`src/rtl/mc_control_unit.sv`:
```
// mc_control_unit -- multicycle control FSM for the 16-bit RISC core.
//
// This block decodes the IR opcode and drives the datapath selects and strobes
// one state at a time. The memory port uses a ready/wait handshake. A wait that
// lasts too long sends the FSM to the ERROR state. HALT and ERROR are terminal
// states that only reset leaves. A counter tracks how many instructions have
// retired.
//
// Ports:
//   clk, reset         rising-edge clock, asynchronous active-high reset
//   opcode             IR[15:12]; stable from the cycle after an IR write
//   zero               ALU zero flag (used by BEQ/BNEZ)
//   mem_ready          memory accepted/returned the access this cycle
//   reg_write, mem_to_reg, alu_src_a, alu_src_b, alu_op,
//   ir_write, pc_write, pc_src, mem_read, mem_write   datapath controls
//   state              current state encoding
//   halted, error      terminal state flags
//   retired_count      instructions retired since reset (wraps)
module mc_control_unit #(
  parameter int OPCODE_W = 4,
  parameter int CNT_W    = 16,
  parameter int TIMEOUT  = 8,
  parameter int WAIT_W   = 8
) (
  input  logic                clk,
  input  logic                reset,
  input  logic [OPCODE_W-1:0] opcode,
  input  logic                zero,
  input  logic                mem_ready,
  output logic                reg_write,
  output logic                mem_to_reg,
  output logic                alu_src_a,
  output logic [1:0]          alu_src_b,
  output logic [1:0]          alu_op,
  output logic                ir_write,
  output logic                pc_write,
  output logic [1:0]          pc_src,
  output logic                mem_read,
  output logic                mem_write,
  output logic [3:0]          state,
  output logic                halted,
  output logic                error,
  output logic [CNT_W-1:0]    retired_count
);

  typedef enum logic [3:0] {
    FETCH    = 4'd0,  DECODE = 4'd1,  EXEC_R = 4'd2,  EXEC_I = 4'd3,
    ALU_WB   = 4'd4,  MEM_ADDR = 4'd5, MEM_RD = 4'd6, MEM_WB = 4'd7,
    MEM_WR   = 4'd8,  BRANCH = 4'd9,  JUMP   = 4'd10, HALT   = 4'd11,
    ERROR    = 4'd12
  } state_t;

  localparam logic [OPCODE_W-1:0] OP_LW   = OPCODE_W'(8);
  localparam logic [OPCODE_W-1:0] OP_SW   = OPCODE_W'(9);
  localparam logic [OPCODE_W-1:0] OP_BNEZ = OPCODE_W'(10);
  localparam logic [OPCODE_W-1:0] OP_BEQ  = OPCODE_W'(11);
  localparam logic [OPCODE_W-1:0] OP_JMP  = OPCODE_W'(12);
  localparam logic [OPCODE_W-1:0] OP_ADDI = OPCODE_W'(13);
  localparam logic [OPCODE_W-1:0] OP_HALT = OPCODE_W'(15);
  localparam logic [WAIT_W-1:0]   TIMEOUT_CNT = WAIT_W'(TIMEOUT);

  state_t             state_reg, state_next;
  logic [WAIT_W-1:0]  wait_cnt_reg;
  logic [WAIT_W-1:0]  wait_cnt_inc;
  logic [CNT_W-1:0]   retired_reg;
  logic               wait_state;
  logic               wait_expire;
  logic               retire;

  // Decoded controls before the reset gate.
  logic       reg_write_d, mem_to_reg_d, alu_src_a_d, ir_write_d, pc_write_d;
  logic       mem_read_d, mem_write_d, halted_d, error_d;
  logic [1:0] alu_src_b_d, alu_op_d, pc_src_d;

  assign wait_state   = (state_reg == FETCH) || (state_reg == MEM_RD) || (state_reg == MEM_WR);
  assign wait_cnt_inc = wait_cnt_reg + 1'b1;
  // The TIMEOUT-th consecutive not-ready cycle is the last one allowed.
  // A ready in that same cycle still takes the normal path.
  assign wait_expire  = (TIMEOUT != 0) && wait_state && !mem_ready && (wait_cnt_inc == TIMEOUT_CNT);

  // State register, wait counter and retirement counter.
  always_ff @(posedge clk or posedge reset) begin
    if (reset) begin
      state_reg    <= FETCH;
      wait_cnt_reg <= '0;
      retired_reg  <= '0;
    end else begin
      state_reg <= state_next;
      // The counter is zero on every entry to a wait state: any other cycle
      // (non-wait state, or a ready cycle) clears it.
      if (wait_state && !mem_ready)
        wait_cnt_reg <= wait_cnt_inc;
      else
        wait_cnt_reg <= '0;
      if (retire)
        retired_reg <= retired_reg + 1'b1;
    end
  end

  // Next-state logic and the retirement condition.
  always_comb begin
    state_next = state_reg;
    retire     = 1'b0;
    case (state_reg)
      FETCH:    if (mem_ready) state_next = DECODE;
      DECODE: begin
        if (opcode < OP_LW)                            state_next = EXEC_R;
        else if (opcode == OP_ADDI)                    state_next = EXEC_I;
        else if (opcode == OP_LW || opcode == OP_SW)   state_next = MEM_ADDR;
        else if (opcode == OP_BNEZ || opcode == OP_BEQ) state_next = BRANCH;
        else if (opcode == OP_JMP)                     state_next = JUMP;
        else if (opcode == OP_HALT) begin
          state_next = HALT;
          retire     = 1'b1;
        end else                                       state_next = ERROR;
      end
      EXEC_R, EXEC_I: state_next = ALU_WB;
      MEM_ADDR: state_next = (opcode == OP_SW) ? MEM_WR : MEM_RD;
      MEM_RD:   if (mem_ready) state_next = MEM_WB;
      MEM_WR: begin
        if (mem_ready) begin
          state_next = FETCH;
          retire     = 1'b1;
        end
      end
      ALU_WB, MEM_WB, BRANCH, JUMP: begin
        state_next = FETCH;
        retire     = 1'b1;
      end
      HALT:     state_next = HALT;
      default:  state_next = ERROR;  // ERROR and the unused codes 13-15
    endcase
    // Timeout only happens when mem_ready is low, so no retirement can be lost here.
    if (wait_expire)
      state_next = ERROR;
  end

  // Output decode. These are Moore outputs, except for the strobes that are
  // qualified by mem_ready or zero.
  always_comb begin
    reg_write_d  = 1'b0;
    mem_to_reg_d = 1'b0;
    alu_src_a_d  = 1'b0;
    alu_src_b_d  = 2'b00;
    alu_op_d     = 2'b00;
    ir_write_d   = 1'b0;
    pc_write_d   = 1'b0;
    pc_src_d     = 2'b00;
    mem_read_d   = 1'b0;
    mem_write_d  = 1'b0;
    halted_d     = 1'b0;
    error_d      = 1'b0;
    case (state_reg)
      FETCH: begin
        mem_read_d  = 1'b1;
        alu_src_a_d = 1'b1;
        alu_src_b_d = 2'b01;
        ir_write_d  = mem_ready;
        pc_write_d  = mem_ready;
      end
      DECODE: begin
        // Precompute the branch target into ALUOut.
        alu_src_a_d = 1'b1;
        alu_src_b_d = 2'b10;
      end
      EXEC_R:   alu_op_d = 2'b10;
      EXEC_I:   alu_src_b_d = 2'b10;
      ALU_WB:   reg_write_d = 1'b1;
      MEM_ADDR: alu_src_b_d = 2'b10;
      MEM_RD:   mem_read_d = 1'b1;
      MEM_WB: begin
        reg_write_d  = 1'b1;
        mem_to_reg_d = 1'b1;
      end
      MEM_WR:   mem_write_d = 1'b1;
      BRANCH: begin
        alu_op_d   = 2'b01;
        pc_src_d   = 2'b01;
        pc_write_d = (opcode == OP_BEQ) ? zero : ~zero;
      end
      JUMP: begin
        pc_src_d   = 2'b10;
        pc_write_d = 1'b1;
      end
      HALT:     halted_d = 1'b1;
      ERROR:    error_d = 1'b1;
      default:  ;
    endcase
  end

  // While reset is high, every output is held at zero. FETCH would otherwise
  // drive mem_read, and a write in flight must drop at once.
  assign reg_write     = reset ? 1'b0  : reg_write_d;
  assign mem_to_reg    = reset ? 1'b0  : mem_to_reg_d;
  assign alu_src_a     = reset ? 1'b0  : alu_src_a_d;
  assign alu_src_b     = reset ? 2'b00 : alu_src_b_d;
  assign alu_op        = reset ? 2'b00 : alu_op_d;
  assign ir_write      = reset ? 1'b0  : ir_write_d;
  assign pc_write      = reset ? 1'b0  : pc_write_d;
  assign pc_src        = reset ? 2'b00 : pc_src_d;
  assign mem_read      = reset ? 1'b0  : mem_read_d;
  assign mem_write     = reset ? 1'b0  : mem_write_d;
  assign halted        = reset ? 1'b0  : halted_d;
  assign error         = reset ? 1'b0  : error_d;
  assign state         = reset ? 4'd0  : state_reg;
  assign retired_count = retired_reg;

endmodule

```
`config.mk`:
```
export PLATFORM = sky130hd
export DESIGN_NAME = mc_control_unit
export DESIGN_NICKNAME = d
export VERILOG_FILES = /design/src/rtl/mc_control_unit.sv
export SDC_FILE = /design/constraint.sdc
export NUM_CORES = 1
export LEC_CHECK = 0
export BUFFER_PORTS_ARGS = -buffer_cell sky130_fd_sc_hd__buf_2
export CORE_MARGIN = 2
export CORE_UTILIZATION = 30
export DETAILED_ROUTE_END_ITERATION = 8
export GPL_ROUTABILITY_DRIVEN = 0
export MAX_ROUTING_LAYER = met4
export PLACE_DENSITY = 0.52
export SYNTH_ARGS = -nofsm -noshare
export SYNTH_HDL_FRONTEND = slang
export SYNTH_SLANG_ARGS = --single-unit
```
`constraint.sdc`:
```
create_clock -name clk -period 2.75 [get_ports clk]
set_input_delay 0.55 -clock clk [delete_from_list [all_inputs] [get_ports clk]]
set_output_delay 0.55 -clock clk [all_outputs]
set_load 0.05 [all_outputs]
```
### Yosys cells after proc, flatten, opt, wreduce, memory -nomap -nowiden

Index checks and enable logic that the tools add are counted.

* reduce and logical (&&, ||, !) cells: 15
* bitwise operators: 1
* multiplexer cells: 47
* magnitude comparators: 1
* add/sub/neg operators: 2
* multiply operators: 0
* equality and inequality tests: 23
* shifts and indexed selects: 0
* div/mod/pow operators: 0

Operator list (number)
* 4-bit equality test, second input constant: 12
* 4-bit two-way mux: 9
* 4-bit case mux with 8 select lines: 1
* 1-bit two-way mux: 25
* 16-bit by 1-bit adder with 16-bit output, second input constant: 1
* 4-bit by 3-bit equality test with 1-bit output, second input constant: 4
* 2-bit case mux with 2 select lines: 3
* 3-bit two-way mux: 3
* 3-bit inequality test, second input constant: 3
* 8-bit by 1-bit adder with 8-bit output, second input constant: 1
* 4-bit by 2-bit equality test with 1-bit output, second input constant: 2
* 8-bit by 4-bit equality test with 1-bit output, second input constant: 1
* 8-bit two-way mux: 1
* 2-bit OR reduction: 4
* 2-bit two-way mux: 3
* 1-bit case mux with 3 select lines: 2
* 4-bit by 1-bit equality test with 1-bit output, second input constant: 1
* 4-bit zero test: 1
* 1-bit logical OR: 4
* 4-bit < comparator, second input constant: 1
* 4-bit OR reduction: 1
* 3-bit AND reduction: 1
* 3-bit OR reduction: 1
* 1-bit logical AND: 2
* other kinds (2): 2

* bits in writable memories: 0
* bits in read-only memories: 0
* register bits after elaboration: 28
* memories: 0
* latch bits: 0
* word-level logic and storage cells: 92

### Longest topological paths before layout

* word-level depth: 9
* depth in mapped cells: 7
* depth with buffers taken out: 5

### Least setup slack after synthesis

Ideal clock, no wire load.

* path type: reg-to-output
* from: reg state_reg[1]
* to: out mem_read
* setup slack: -1021 ps
* stages on the path, launching flop included: 5
* arrival time: 3221 ps
* path buffers: 2
* cell sequence: dfrtp_1 > buf_4 > buf_2 > nand2_1 > a2111oi_0

* cells in the longest elaborated chain, start to end: 4
* elaborated cells on any way between the ends: 5
* those cells by class: 1 x eq/ne; 2 x mux; 2 x reduce/logical

RTL lines
* from (decl): line 62 `state_t state_reg, state_next;`
* from (signal assigned): line 88 `state_reg <= state_next;`
* 4-bit by 3-bit equality test with 1-bit output / 4-bit zero test (equally long branches): line 153 `case (state_reg)`
* 2-bit OR reduction (no line) *
* 1-bit two-way mux *: line 153
* 1-bit two-way mux *: line 201 `assign mem_read = reset ? 1'b0 : mem_read_d;`
* to (decl): line 38 `output logic mem_read,`

Every way passes the cells marked *; elsewhere a longest branch is shown, timed or not.

### Worst setup path in the final report

Same ends and word-level chain as after synthesis.

==> summary.md <==
| Metric | Value |
|---|---|
| Number of synthesized flops with an enable pin | `0` |
| Worst Max-Slew Pin Slew | `0.5267 ns` |
| Initial Util | `0.3067` |
| Detailed Route WL | `3.810 mm` |
| Routed WL per cell | `around 12 µm` |
| RSZ-0062 raised after global routing | `false` |
| DRC viols | `0` |
| Max FFs per register | `16` |
| Cell count after synthesis | `188` |
| Relative slew slack | `0.6489` |
| IO Port Bufs | `42` |
| Largest stage delay, worst path | `0.66 ns` |
| N_diodes | `0` |
| Post-synth top area share | `0.3905` |
| Clock Path Buffers | `2` |
| Fraction of registers with async set/reset | `1.000` |
| Worst setup SP type | `register` |
| Max Transition Viols Final | `0` |
| Power density cells | `920.6 nW/µm²` |
| Die area | `between 6000 and 7000 µm²` |
| Clock transition at path regs | `0.09 ns` |
| Syn_area_per_cell | `approximately 9.5 µm²` |
| Most common cell in the netlist | `dfrtp_1` |
| Post-Synthesis Cell Area | `1794 µm²` |
| Critical path's top delay family | `flip-flops` |
| Crit. End Element | `output port` |
| Flop and latch count out of synthesis | `28` |
| Hold_ws | `about 0.45 ns` |
| Max-cap violations | `0` |
| Path type of the worst min-delay path | `in2async` |
| Arrival @ worst endpoint | `1.90 ns` |
| Min Tclk post-route | `between 2 and 2.5 ns` |
| Maximum vdd drop | `454.2 µV` |
| Critical-path cell with the highest stage delay | `dfrtp_1` |
| Pwr Total | `1.997 mW` |
| Vias in the first global route | `1359` |
| Post-synth top area cell | `dfrtp_1` |
| Largest net degree at the start of global routing | `29` |
| Die W | `81.34 µm` |
| # Post-CTS Setup Buffers | `0` |
| Synth top area cells | `dfrtp_1 39%, xor2_1 8.3%, nor2_1 3.8%` |
| Post-layout instance area | `2170 µm²` |
| H-tree Lvls | `1` |
| Layout cells sized above 1 | `0.3478` |
| Via density | `4.767` |
| Critical path buffer and inverter count | `2` |
| Max frequency | `0.4086 GHz` |
| Top post-synthesis cells by count | `28 x dfrtp_1, 18 x nor2_1, 17 x xor2_1` |
| First-pass GRT wire length | `~6.3 mm` |
| Top FF cell, synth | `dfrtp_1` |
| Vert. Die Dim | `81.34 µm` |
| Area Growth Syn to Fin | `20.92%` |
| Final nets | `roughly 240` |
| # clock sinks | `28` |
| Syn_nets | `slightly below 200` |
| Filler cell count | `599` |
| Register area share after synthesis | `0.3905` |
| Grt total ovfl | `0` |
| Hold Fails Final Rpt | `0` |
| DRT antenna net count | `0` |
| Clk_lat worst skew | `0.27 ns` |
| CTS root buf | `clkbuf_8` |
| I/O Pins | `43` |
| First DRT Iteration DRCs | `41` |
| CP Cell Sequence | `buf_4, nand2_1, a2111oi_2, buf_2` |
| Overall Global Routing Usage | `0.1245` |
| Setup TNS | `0 ns` |
| # setup viols final | `0` |
| Kind of critical path | `reg2out` |
| Worst clock skew | `0.005313 ns` |
| Synth warn | `0` |
| Post_cts resized | `0` |
| Tcrit/Tclk final | `0.8899` |
| CORE AREA | `5851 µm²` |
| Placed Area | `2115 µm²` |
| Cell leakage power | `1.041 nW` |
| Critical path required time | `2.20 ns` |
| HPWL after detailed placement | `between 2 and 3 mm` |
| Distinct cells, synth | `a little over 50` |
| Hold-fix buffers, CTS | `0` |
| Initial antenna violation count | `0` |
| Worst-path maximum fanout | `15` |
| Routed via count | `1454` |
| Drt pass-1 iters | `4` |
| CTS tree | `built` |
| FP Rows | `28` |
| Status | `completed` |
| Num CTS Buffers | `3` |
[placed cells by master, fill, tap and decap left out, types with 2 or more instances in the layout]
master,n
buf_2,42
dfrtp_1,28
nor2_1,18
xor2_1,17
nand2_1,14
nand3_1,10
nor3_2,9
nand2b_1,7
and3_1,6
xnor2_1,6
o21ai_0,5
buf_4,5
inv_1,4
nor2b_1,4
a21oi_1,4
clkbuf_8,4
nand3b_1,3
nor4_2,3
nor3_1,3
ha_1,3
nor2b_2,2
a221oi_1,2
nor3b_1,2
nor4b_2,2
nand4_1,2
nor3b_2,2
[kinds of logic after synthesis]
group                    share of synthesized area
AND/OR/NAND/NOR                             0.3285
flip-flops                                  0.3905
XOR/XNOR                                    0.1123
AO/OA/AOI/OAI                              0.09624
buffers and inverters                      0.04532
adder cells (fa/ha/maj)                    0.02092
multiplexers                              0.006276
[worst reg2reg max path, delay by kind of cell (launching register included)]
kind | cells | cell delay [ns]
and+or+nand+nor | 2 | 0.17
AOI/OAI and AO/OA | 2 | 0.60
xor gates and xnor gates | 1 | 0.15
DFF | 1 | 0.57
buffers and inverters | 2 | 0.49
[final cells by class]
cell class | count | area [µm²] | share of cell area
sequential | 28 | 700.7 | 0.3230
timing repair buffer | 47 | 247.7 | 0.1142
clock buffer | 4 | 55.05 | 0.02537
multi-input combinational | 146 | 1054 | 0.4856
inverter | 5 | 18.77 | 0.008651
tap | 75 | 93.84 | 0.04325
[power breakdown]
part           switching [mW]  internal [mW]  total [mW]  leakage, nW
Clock                   0.124          0.128       0.252       0.0288
Combinational           0.767          0.360        1.13        0.637
Sequential              0.129          0.491       0.619        0.375
Total                    1.02          0.978        2.00         1.04
[routing by layer]
layer,GRT usage,wire length [µm]
met1,0.1660,1844
met2,0.1885,1753
met3,0.03111,158
met4,0.03220,55
met5,-,0
[through the flow]
step	setup slack (ns)	utilization	instances
after floorplan	-0.1037	-	188
after global placement	0.6009	0.3614	301
after detailed placement	0.5751	0.3614	301
after CTS	0.3002	0.3708	305
after global routing	0.1515	0.3708	305
final	0.3029	0.3708	305
[final timing paths]
path | from | slack [ns] | end | depth (start not counted)
hold / removal | reset | 0.45 | wait_cnt_reg[3] | 3
setup / recovery | state_reg[1] | 0.30 | mem_read | 4
max in group asynchronous | reset | 2.05 | wait_cnt_reg[2] | 3
min in group clk | retired_count[15] | 0.47 | retired_count[15] | 1
hold reg to reg | retired_count[15] | 0.47 | retired_count[15] | 1
setup reg to reg | state_reg[1] | 0.66 | retired_count[9] | 7
No activity file was read; power rests on OpenSTA's default activity.
